==> src/rtl/uart_pkg.sv <==
// uart_buffered shared definitions.
// Register indices, STATUS bit positions, FSM state types, oversampling constants.
package uart_pkg;

  localparam int OVERSAMPLE = 16;
  localparam logic [3:0] LAST_TICK = 4'(OVERSAMPLE - 1);
  localparam logic [3:0] MID_TICK = 4'(OVERSAMPLE / 2 - 1);

  localparam logic [1:0] REG_DATA = 2'd0;
  localparam logic [1:0] REG_STATUS = 2'd1;
  localparam logic [1:0] REG_DIV = 2'd2;
  localparam logic [1:0] REG_IE = 2'd3;

  localparam int ST_TX_FULL = 0;
  localparam int ST_TX_EMPTY = 1;
  localparam int ST_RX_EMPTY = 2;
  localparam int ST_RX_FULL = 3;
  localparam int ST_TX_BUSY = 4;
  localparam int ST_OVERRUN = 5;
  localparam int ST_FRAME = 6;
  localparam int ST_PARITY = 7;

  typedef enum logic [2:0] {
    TX_IDLE,
    TX_START,
    TX_DATA,
    TX_PARITY,
    TX_STOP
  } tx_state_e;

  typedef enum logic [2:0] {
    RX_IDLE,
    RX_START,
    RX_DATA,
    RX_PARITY,
    RX_STOP
  } rx_state_e;

endpackage

==> src/rtl/uart_fifo.sv <==
// uart_fifo: synchronous FIFO, pointers carry an extra wrap bit.
// Ports: clk_i, rst_i (sync, high), push_i/din_i, pop_i/dout_o, full_o, empty_o.
module uart_fifo
  import uart_pkg::*;
#(
  parameter int WIDTH = 8,
  parameter int DEPTH = 8
) (
  input  logic             clk_i,
  input  logic             rst_i,
  input  logic             push_i,
  input  logic             pop_i,
  input  logic [WIDTH-1:0] din_i,
  output logic [WIDTH-1:0] dout_o,
  output logic             full_o,
  output logic             empty_o
);

  localparam int AW = $clog2(DEPTH);

  logic [WIDTH-1:0] mem_q [DEPTH];
  logic [AW:0] wptr_q, wptr_d;
  logic [AW:0] rptr_q, rptr_d;
  logic do_push, do_pop;

  assign empty_o = (wptr_q == rptr_q);
  assign full_o = (wptr_q[AW] != rptr_q[AW]) &&
                  (wptr_q[AW-1:0] == rptr_q[AW-1:0]);
  assign dout_o = mem_q[rptr_q[AW-1:0]];

  // a pop frees a slot, so push into a full FIFO is fine that cycle
  assign do_pop = pop_i & ~empty_o;
  assign do_push = push_i & (~full_o | do_pop);

  assign wptr_d = wptr_q + {{AW{1'b0}}, do_push};
  assign rptr_d = rptr_q + {{AW{1'b0}}, do_pop};

  always_ff @(posedge clk_i) begin
    if (rst_i) begin
      wptr_q <= '0;
      rptr_q <= '0;
    end else begin
      wptr_q <= wptr_d;
      rptr_q <= rptr_d;
    end
  end

  always_ff @(posedge clk_i) begin
    if (do_push) mem_q[wptr_q[AW-1:0]] <= din_i;
  end

endmodule

==> src/rtl/uart_buffered.sv <==
// uart_buffered: bus UART, 16x baud generator, TX/RX FIFOs, flags, irq.
// Ports: clock, reset (sync, high), uart_sel/wr/rd/addr/wdata_mem/uart_data bus,
// rx_bit, tx_bit serial, uart_irq. Macro UART_PARITY_EN adds even parity.
module uart_buffered
  import uart_pkg::*;
#(
  parameter int          DATA_BITS   = 8,
  parameter int          FIFO_DEPTH  = 8,
  parameter int          DIV_WIDTH   = 16,
  parameter int unsigned DEFAULT_DIV = 0
) (
  input  logic        clock,
  input  logic        reset,
  input  logic        uart_sel,
  input  logic        uart_wr_enable,
  input  logic        uart_rd_enable,
  input  logic [3:0]  uart_addr,
  input  logic [31:0] wdata_mem,
  output logic [31:0] uart_data,
  input  logic        rx_bit,
  output logic        tx_bit,
  output logic        uart_irq
);

`ifdef UART_PARITY_EN
  localparam bit PAR_EN = 1'b1;
`else
  localparam bit PAR_EN = 1'b0;
`endif

  localparam logic [2:0] LAST_IDX = 3'(DATA_BITS - 1);

  logic [1:0] reg_idx;
  logic wr_data, wr_status, wr_div, wr_ie;
  logic unused_bits;

  assign reg_idx = uart_addr[3:2];
  assign wr_data = uart_sel & uart_wr_enable & (reg_idx == REG_DATA);
  assign wr_status = uart_sel & uart_wr_enable & (reg_idx == REG_STATUS);
  assign wr_div = uart_sel & uart_wr_enable & (reg_idx == REG_DIV);
  assign wr_ie = uart_sel & uart_wr_enable & (reg_idx == REG_IE);
  assign unused_bits = ^{uart_addr[1:0], wdata_mem};

  // baud tick generator
  logic [DIV_WIDTH-1:0] div_q, bcnt_q;
  logic tick;

  assign tick = (bcnt_q == div_q);

  always_ff @(posedge clock) begin
    if (reset) begin
      div_q <= DIV_WIDTH'(DEFAULT_DIV);
      bcnt_q <= '0;
    end else begin
      if (wr_div) div_q <= wdata_mem[DIV_WIDTH-1:0];
      if (wr_div || tick) bcnt_q <= '0;
      else bcnt_q <= bcnt_q + 1'b1;
    end
  end

  // FIFOs
  logic tx_push, tx_pop, tx_full, tx_empty;
  logic rx_push, rx_pop, rx_full, rx_empty;
  logic [DATA_BITS-1:0] tx_dout, rx_dout, rsh_q;

  assign tx_push = wr_data & ~tx_full;
  assign rx_pop = uart_sel & uart_rd_enable &
                  (reg_idx == REG_DATA) & ~rx_empty;

  uart_fifo #(.WIDTH(DATA_BITS), .DEPTH(FIFO_DEPTH)) u_tx_fifo (
    .clk_i(clock),
    .rst_i(reset),
    .push_i(tx_push),
    .pop_i(tx_pop),
    .din_i(wdata_mem[DATA_BITS-1:0]),
    .dout_o(tx_dout),
    .full_o(tx_full),
    .empty_o(tx_empty)
  );

  uart_fifo #(.WIDTH(DATA_BITS), .DEPTH(FIFO_DEPTH)) u_rx_fifo (
    .clk_i(clock),
    .rst_i(reset),
    .push_i(rx_push),
    .pop_i(rx_pop),
    .din_i(rsh_q),
    .dout_o(rx_dout),
    .full_o(rx_full),
    .empty_o(rx_empty)
  );

  // TX FSM
  tx_state_e tx_q, tx_d;
  logic [3:0] ttc_q, ttc_d;
  logic [2:0] tbi_q, tbi_d;
  logic [DATA_BITS-1:0] tsh_q, tsh_d;
  logic tpar_q, tpar_d;

  always_ff @(posedge clock) begin
    if (reset) begin
      tx_q <= TX_IDLE;
      ttc_q <= '0;
      tbi_q <= '0;
      tsh_q <= '0;
      tpar_q <= 1'b0;
    end else begin
      tx_q <= tx_d;
      ttc_q <= ttc_d;
      tbi_q <= tbi_d;
      tsh_q <= tsh_d;
      tpar_q <= tpar_d;
    end
  end

  always_comb begin
    tx_d = tx_q;
    ttc_d = ttc_q;
    tbi_d = tbi_q;
    tsh_d = tsh_q;
    tpar_d = tpar_q;
    tx_pop = 1'b0;
    unique case (tx_q)
      TX_IDLE: begin
        if (!tx_empty && tick) begin
          tx_pop = 1'b1;
          tsh_d = tx_dout;
          tpar_d = ^tx_dout;
          ttc_d = '0;
          tx_d = TX_START;
        end
      end
      TX_START: begin
        if (tick) begin
          ttc_d = ttc_q + 4'd1;
          if (ttc_q == LAST_TICK) begin
            tbi_d = '0;
            tx_d = TX_DATA;
          end
        end
      end
      TX_DATA: begin
        if (tick) begin
          ttc_d = ttc_q + 4'd1;
          if (ttc_q == LAST_TICK) begin
            tsh_d = tsh_q >> 1;
            tbi_d = tbi_q + 3'd1;
            if (tbi_q == LAST_IDX) begin
              if (PAR_EN) tx_d = TX_PARITY;
              else tx_d = TX_STOP;
            end
          end
        end
      end
      TX_PARITY: begin
        if (tick) begin
          ttc_d = ttc_q + 4'd1;
          if (ttc_q == LAST_TICK) tx_d = TX_STOP;
        end
      end
      TX_STOP: begin
        if (tick) begin
          ttc_d = ttc_q + 4'd1;
          if (ttc_q == LAST_TICK) begin
            // chain straight into the next start bit
            if (!tx_empty) begin
              tx_pop = 1'b1;
              tsh_d = tx_dout;
              tpar_d = ^tx_dout;
              tx_d = TX_START;
            end else begin
              tx_d = TX_IDLE;
            end
          end
        end
      end
      default: tx_d = TX_IDLE;
    endcase
  end

  always_comb begin
    tx_bit = 1'b1;
    unique case (tx_q)
      TX_START: tx_bit = 1'b0;
      TX_DATA: tx_bit = tsh_q[0];
      TX_PARITY: tx_bit = tpar_q;
      default: tx_bit = 1'b1;
    endcase
  end

  // RX synchroniser and FSM
  logic rx_s1_q, rx_s2_q;
  rx_state_e rx_q, rx_d;
  logic [3:0] rtc_q, rtc_d;
  logic [2:0] rbi_q, rbi_d;
  logic [DATA_BITS-1:0] rsh_d;
  logic set_ovr, set_frm, set_par;

  always_ff @(posedge clock) begin
    if (reset) begin
      rx_s1_q <= 1'b1;
      rx_s2_q <= 1'b1;
      rx_q <= RX_IDLE;
      rtc_q <= '0;
      rbi_q <= '0;
      rsh_q <= '0;
    end else begin
      rx_s1_q <= rx_bit;
      rx_s2_q <= rx_s1_q;
      rx_q <= rx_d;
      rtc_q <= rtc_d;
      rbi_q <= rbi_d;
      rsh_q <= rsh_d;
    end
  end

  always_comb begin
    rx_d = rx_q;
    rtc_d = rtc_q;
    rbi_d = rbi_q;
    rsh_d = rsh_q;
    rx_push = 1'b0;
    set_ovr = 1'b0;
    set_frm = 1'b0;
    set_par = 1'b0;
    unique case (rx_q)
      RX_IDLE: begin
        if (!rx_s2_q) begin
          rtc_d = '0;
          rx_d = RX_START;
        end
      end
      RX_START: begin
        if (tick) begin
          if (rtc_q == MID_TICK) begin
            // line back high at mid-start: treat as glitch
            if (rx_s2_q) begin
              rx_d = RX_IDLE;
            end else begin
              rtc_d = '0;
              rbi_d = '0;
              rx_d = RX_DATA;
            end
          end else begin
            rtc_d = rtc_q + 4'd1;
          end
        end
      end
      RX_DATA: begin
        if (tick) begin
          rtc_d = rtc_q + 4'd1;
          if (rtc_q == LAST_TICK) begin
            rsh_d = {rx_s2_q, rsh_q[DATA_BITS-1:1]};
            rbi_d = rbi_q + 3'd1;
            if (rbi_q == LAST_IDX) begin
              if (PAR_EN) rx_d = RX_PARITY;
              else rx_d = RX_STOP;
            end
          end
        end
      end
      RX_PARITY: begin
        if (tick) begin
          rtc_d = rtc_q + 4'd1;
          if (rtc_q == LAST_TICK) begin
            set_par = (^rsh_q) != rx_s2_q;
            rx_d = RX_STOP;
          end
        end
      end
      RX_STOP: begin
        if (tick && (rtc_q == LAST_TICK)) begin
          rx_d = RX_IDLE;
          if (!rx_s2_q) set_frm = 1'b1;
          else if (rx_full) set_ovr = 1'b1;
          else rx_push = 1'b1;
        end else if (tick) begin
          rtc_d = rtc_q + 4'd1;
        end
      end
      default: rx_d = RX_IDLE;
    endcase
  end

  // sticky flags, IE, irq
  logic ovr_q, frm_q, par_q;
  logic [1:0] ie_q;
  logic irq_q;
  logic [2:0] clr;

  assign clr = wr_status ? wdata_mem[7:5] : 3'b000;

  always_ff @(posedge clock) begin
    if (reset) begin
      ovr_q <= 1'b0;
      frm_q <= 1'b0;
      par_q <= 1'b0;
      ie_q <= 2'b00;
      irq_q <= 1'b0;
    end else begin
      ovr_q <= set_ovr | (ovr_q & ~clr[0]);
      frm_q <= set_frm | (frm_q & ~clr[1]);
      par_q <= (PAR_EN & set_par) | (par_q & ~clr[2]);
      if (wr_ie) ie_q <= wdata_mem[1:0];
      irq_q <= (ie_q[0] & ~rx_empty) | (ie_q[1] & tx_empty);
    end
  end

  assign uart_irq = irq_q;

  logic [7:0] status;

  always_comb begin
    status = '0;
    status[ST_TX_FULL] = tx_full;
    status[ST_TX_EMPTY] = tx_empty;
    status[ST_RX_EMPTY] = rx_empty;
    status[ST_RX_FULL] = rx_full;
    status[ST_TX_BUSY] = (tx_q != TX_IDLE);
    status[ST_OVERRUN] = ovr_q;
    status[ST_FRAME] = frm_q;
    status[ST_PARITY] = par_q;
  end

  always_comb begin
    uart_data = '0;
    unique case (reg_idx)
      REG_DATA: uart_data[DATA_BITS-1:0] = rx_dout;
      REG_STATUS: uart_data[7:0] = status;
      REG_DIV: uart_data[DIV_WIDTH-1:0] = div_q;
      REG_IE: uart_data[1:0] = ie_q;
      default: uart_data = '0;
    endcase
  end

endmodule

==> config.mk <==
export PLATFORM = sky130hd
export DESIGN_NAME = uart_buffered
export DESIGN_NICKNAME = d
export VERILOG_FILES = /design/src/rtl/uart_pkg.sv /design/src/rtl/uart_fifo.sv /design/src/rtl/uart_buffered.sv
export SDC_FILE = /design/constraint.sdc
export NUM_CORES = 1
export LEC_CHECK = 0
export CORE_ASPECT_RATIO = 0.75
export CORE_MARGIN = 10
export CORE_UTILIZATION = 58
export DETAILED_ROUTE_END_ITERATION = 10
export PLACE_DENSITY = 0.79
export SLEW_MARGIN = 20
export SYNTH_ARGS = -nofsm -noshare
export SYNTH_HDL_FRONTEND = slang
export SYNTH_SLANG_ARGS = --single-unit
==> constraint.sdc <==
create_clock -name clock -period 2.8 [get_ports clock]
set_input_delay 0.56 -clock clock [delete_from_list [all_inputs] [get_ports clock]]
set_output_delay 0.56 -clock clock [all_outputs]
set_load 0.02 [all_outputs]
---- Word-level counts from Yosys, hierarchy flattened ----
Memories as Yosys holds them, arrays and structs flattened. A register that Yosys moved wholly into a read port is not among the register bits.
Index checks and enable logic that the tools add are counted.
operators by class
  add/sub/neg operators ................... 9
  equal/unequal tests ..................... 46
  mux-type cells .......................... 82
  bitwise operators ....................... 30
  reductions and logical operators ........ 29
operators by type and width
  cell                                                              number
  3-bit 2-to-1 mux                                                  31
  8-bit 2-to-1 mux                                                  7
  2-bit inequality test (second input constant)                     22
  3-bit one-hot mux with 5 select lines                             2
  4-bit 2-to-1 mux                                                  7
  1-bit 2-to-1 mux                                                  24
  8-bit one-hot mux with 3 select lines                             1
  1-bit AND                                                         18
  6-bit one-hot mux with 3 select lines                             1
  16-bit by 1-bit adder with 16-bit output (second input constant)  1
  4-bit by 1-bit adder with 4-bit output                            4
  16-bit == test                                                    1
  4-bit one-hot mux with 4 select lines                             1
  3-bit by 2-bit == test with 1-bit output (second input constant)  4
  3-bit == test (second input constant)                             4
  3-bit one-hot mux with 2 select lines                             2
  10-bit AND reduction                                              1
  5-bit AND reduction                                               2
  3-bit AND reduction                                               3
  9-bit AND reduction                                               1
  4-bit by 1-bit adder with 4-bit output (second input constant)    2
  4-bit == test                                                     2
  4-bit == test (second input constant)                             2
  2-bit one-hot mux with 4 select lines                             1
  other kinds (27)                                                  52
word-level totals
  bits in registers ....................... 93
  RAM bits ................................ 128
  bits of input ports ..................... 42
  output and inout bits ................... 34
  logic and storage cells ................. 220
  memories ................................ 2
memories
  name             words  bits a word  rd ports  clocked after memory_dff  wr ports  line             RTL
  u_rx_fifo.mem_q  8      8            1         1                         1         uart_fifo.sv:21  logic [WIDTH-1:0] mem_q [DEPTH];
  u_tx_fifo.mem_q  8      8            1         1                         1         uart_fifo.sv:21

---- Longest topological paths before layout ----
  word-level depth ........................ 10
  gate-level depth with buffers ........... 10

---- Cells and area by module ----
From an unflattened synthesis, not the netlist that was laid out.
unflattened totals
  cells, all modules ...................... 831
  area, all modules ....................... 10,244.8 sq um
by module, submodules not included
  module                  times used  cells each  area each (sq um)  sequential area each (sq um)
  uart_buffered           1           510         4,304.1            1,541.5
  uart_fifo at u_rx_fifo  1           151         2,974.1            2,082.0
  uart_fifo at u_tx_fifo  1           170         2,966.6            2,082.0

---- Worst setup path after synthesis ----
No wires, ideal clock.
  path kind ............................... register -> output
  from .................................... register u_rx_fifo.rptr_q[0] (netlist name)
  to ...................................... output uart_data[5]
  data arrival time ....................... 2,108 ps
  data required time ...................... 2,240 ps
  slack ................................... 132 ps
  stages on the path, launching flop included .. 8
  cell sequence ........................... dfxtp_1 clkbuf_1 buf_2 mux4_2 mux2i_1 nor2_1 a21oi_1 o21ai_0
RTL lines
  what           line                 RTL
  end, declared  uart_buffered.sv:19  output logic [31:0] uart_data,

==> metrics.log <==
[metrics] outcome: complete, but fails checks
[metrics] failing checks: negative setup slack
[metrics] number of enable-type register cells in the synthesized netlist: 128
[metrics] post-synthesis share of cell area spent on full adders, half adders and majority gates: 0.0191
[metrics] insertion delay to the later sink of the worst-skew pair: 0.50 ns
[metrics] total global routing track utilization: 0.189
[metrics] number of vias per cell: 5.86
[metrics] Critical Path Fanout Max: 7
[metrics] transition at the pin with the smallest max-transition slack: 0.662 ns
[metrics] Leakage: 0.00420 uW
[metrics] top cell type's share of synthesized area: 0.392
[metrics] die area: 22600 um2
[metrics] main combinational cell family by area after synthesis: simple AND/OR/NAND/NOR gates
[metrics] Clk network pwr share: 0.419
[metrics] switching power total: 1680 uW
[metrics] synthesis warning total: 0
[metrics] post-detailed-route count of antenna-violating nets: 0
[metrics] Critical Path AT: 2.40 ns
[metrics] fin cells: 1098
[metrics] height of the chip: 133 um
[metrics] multiplexer share of the synthesized area: 0.128
[metrics] placed cell count: 1059
[metrics] worst setup path startpoint: u_rx_fifo.rptr_q[0]
[metrics] Pre-Repair DR Iteration Count: 5
[metrics] antenna diode count: 0
[metrics] total number of vias: 6432
[metrics] total wire length after detailed routing: 21.8 mm
[metrics] startpoint of the most critical register-to-register path: bcnt_q[7]
[metrics] critical hold path startpoint: rx_s1_q
[metrics] Clock H-tree levels: 1
[metrics] critical setup path kind: flop to output pin
[metrics] sequential fraction of design power: 0.486
[metrics] Remaining DRCs: 0
[metrics] Max Buffers Root-to-Sink: 3
[metrics] number of DRC markers after the initial detailed-route iteration: 580
[metrics] biggest area contributors in the synthesized netlist: sky130_fd_sc_hd__edfxtp_1 39%, sky130_fd_sc_hd__dfxtp_1 19%, sky130_fd_sc_hd__mux4_2 8.7%
[metrics] vias in the first global route: 6426
[metrics] proportion of total power due to net switching: 0.230
[metrics] worst ir drop on vdd: 0.000506 V
[metrics] area of the core: 16700 um2
[metrics] clock slew at reported path FFs: 0.06 ns
[metrics] final setup violation count: 5
[metrics] max frequency: 0.337 GHz
[metrics] required arrival time at the worst endpoint: 2.24 ns
[metrics] clock tree from TritonCTS: built
[metrics] antenna violations before repair: 0
[metrics] Worst Hold Depth: 1
[metrics] P per Cell Area: 640 nW/um2
[metrics] Port Buffers: 41
[metrics] Gate power share: 0.095
[metrics] reported max-cap violation count: 0
[metrics] Post-DP Area: 10600 um2
[metrics] Worst Hold Slack: 0.445 ns
[metrics] count of cell types in the netlist: 47
[metrics] post-synthesis instance area: 9820 um2
[metrics] Internal Dissipation: 5610 uW
[metrics] Post-DP HPWL: 14.5 mm
[metrics] IO Pins: 76
[metrics] ys flop type: sky130_fd_sc_hd__edfxtp_1
[metrics] flip-flop and latch count after synthesis: 221
[metrics] initial core utilization: 0.587
[metrics] ratio of final minimum period to clock period: 1.06
[metrics] largest net degree at the start of global routing: 58
[metrics] count of endpoints failing hold in the final timing report: 0
[metrics] worst r2r path cells: 7
[metrics] area share of xor/xnor cells in the synthesized design: 0.0616
[metrics] Design Power: 7290 uW
[metrics] Critical Path Start Type: flop
[metrics] largest area contributor in the netlist: sky130_fd_sc_hd__edfxtp_1
[metrics] Post-Synthesis Mean Instance Area: 12.2 um2
[metrics] Crit. End Element: output pin
[metrics] minimum clock period after layout: 2.96 ns
[metrics] gate count after technology mapping: 807
[metrics] wire length of the first global-routing pass: 34.7 mm
[metrics] number of rows created at floorplan: 41
[metrics] Hold/Removal Path Class: flop to flop
[metrics] proportion of synthesized chip area in sequential cells: 0.581
[metrics] synthesized-area fraction occupied by ao, oa, aoi and oai cells: 0.0500
[metrics] area overhead of the layout relative to synthesis: 16.0%
[metrics] final weighted congestion in routability-driven placement: 0.874
[metrics] simple logic cell fraction of the synthesized area: 0.129
[metrics] number of max-slew violations in the final report: 0
[metrics] setup ws final: -0.164 ns
[metrics] clock buffers created by TritonCTS: 22
[metrics] post-synthesis async set-or-reset flop share: 0
[metrics] share of layout cells above drive strength 1: 0.152
[metrics] unrepaired setup endpoints after global routing: yes
[metrics] worst rel slew slack: 0.547
[metrics] hold buffer count at cts: 0
[metrics] remaining global-route overflow: 0
[metrics] Layout Cell Area excl Fill: 11400 um2
[metrics] die boundary width: 170 um
[metrics] clock root buffer: sky130_fd_sc_hd__clkbuf_16
[metrics] detailed-route wire length per cell: 19.8 um
[metrics] clk_skew: 0.0114 ns
[metrics] TritonCTS Sinks: 221
[metrics] Final nets: 925
## registers in the layout, indices dropped and copies added (netlist names), 2 cells and up
name	cells
ie_q	2
rsh_q	8
ttc_q	4
u_tx_fifo.wptr_q	4
tx_q	3
div_q	16
rbi_q	3
u_tx_fifo.rptr_q	4
rx_q	3
tsh_q	8
u_rx_fifo.rptr_q	4
rtc_q	4
bcnt_q	16
u_tx_fifo.mem_q	64
tbi_q	3
u_rx_fifo.wptr_q	4
u_rx_fifo.mem_q	64
## per-layer routing
layer / global-route usage / share of wire / vias to the layer above
met3: 0.0309 / 0.067 / 35
met5: 0 / 0 / -
met2: 0.317 / 0.48 / 242
li1: - / - / 2988
met4: 0.0530 / 0.022 / 0
met1: 0.249 / 0.43 / 3167
## Yosys cell counts (all sizes together), types with 4 or more instances
library cell and instances:
ha 15, nor2 91, mux4 38, mux2i 38, nand2b 13, nand4 6, a21oi 43, and2 10
dfxtp 93, nor2b 15, edfxtp 128, o21ai 21, nor3 14, nand3 18, inv 5, nor4 6
buf 26, nand2 81, or2 4, xnor2 23, xor2 46, clkbuf 32, and3 6
## kinds of logic after synthesis
logic type	count (synthesis)
DFF	221
and+or+nand+nor	275
muxes	78
buffers and inverters	63
xor gates and xnor gates	69
adders and majority gates	15
other	1
AOI/OAI and AO/OA	85
## through the flow
| step | worst slack (ns) | TNS [ns] | util |
|---|---|---|---|
| after floorplan | 0.132 | 0 | - |
| after global placement | -0.119 | -0.236 | 0.634 |
| after detailed placement | -0.154 | -0.340 | 0.634 |
| after CTS | -0.238 | -1.20 | 0.680 |
| after global routing | -0.239 | -1.61 | 0.681 |
| final | -0.164 | -0.633 | 0.681 |
## cell usage in the layout, fill, tap and decap left out, types with 23 or more instances in the layout
master,count
sky130_fd_sc_hd__edfxtp_1,128
sky130_fd_sc_hd__nor2_1,91
sky130_fd_sc_hd__dfxtp_1,91
sky130_fd_sc_hd__nand2_1,81
sky130_fd_sc_hd__xor2_1,46
sky130_fd_sc_hd__a21oi_1,43
sky130_fd_sc_hd__mux4_2,38
sky130_fd_sc_hd__buf_4,36
sky130_fd_sc_hd__mux2i_1,34
sky130_fd_sc_hd__clkdlybuf4s50_1,30
sky130_fd_sc_hd__clkbuf_16,24
sky130_fd_sc_hd__xnor2_1,23
## critical path: stages, from the launching register on
cell                      delay, ns
sky130_fd_sc_hd__dfxtp_4       0.41
sky130_fd_sc_hd__mux4_2        0.52
sky130_fd_sc_hd__mux2_4        0.30
sky130_fd_sc_hd__mux4_2        0.51
sky130_fd_sc_hd__buf_6         0.16
## what timing repair did
item / in CTS / in global routing
endpoints found under the hold margin: 0 / 0
pin swaps: 0 / 0
resized for setup: 52 / 6
buffers inserted: 1 / 0
setup endpoints to repair: 8 / 75
## final cells by class
type	count	area, um2
repair buffers	80	719
multi-input cells	538	3910
clock buffers	33	674
clock inverters	6	82.6
well taps	215	269
inverters	5	18.8
fillers	1147	5340
flip-flops and latches	221	5710
## power groups by stage
| stage | logic (uW) | clock network [uW] | registers, uW |
|---|---|---|---|
| after CTS | 684 | 3090 | 3530 |
| after global placement | 647 | 0 | 3600 |
| after floorplan | 494 | 0 | 3570 |
| final | 694 | 3050 | 3540 |
| after detailed placement | 675 | 0 | 3600 |
| after global routing | 752 | 3230 | 3540 |
## worst paths after layout
kind                                endpoint  slack, ns
worst min register to register       rx_s2_q       0.45
worst max register to register      rbi_q[0]       0.14
worst max-delay path            uart_data[1]      -0.16
worst min-delay path                 rx_s2_q       0.45
No activity file was read; power rests on OpenSTA's default activity.
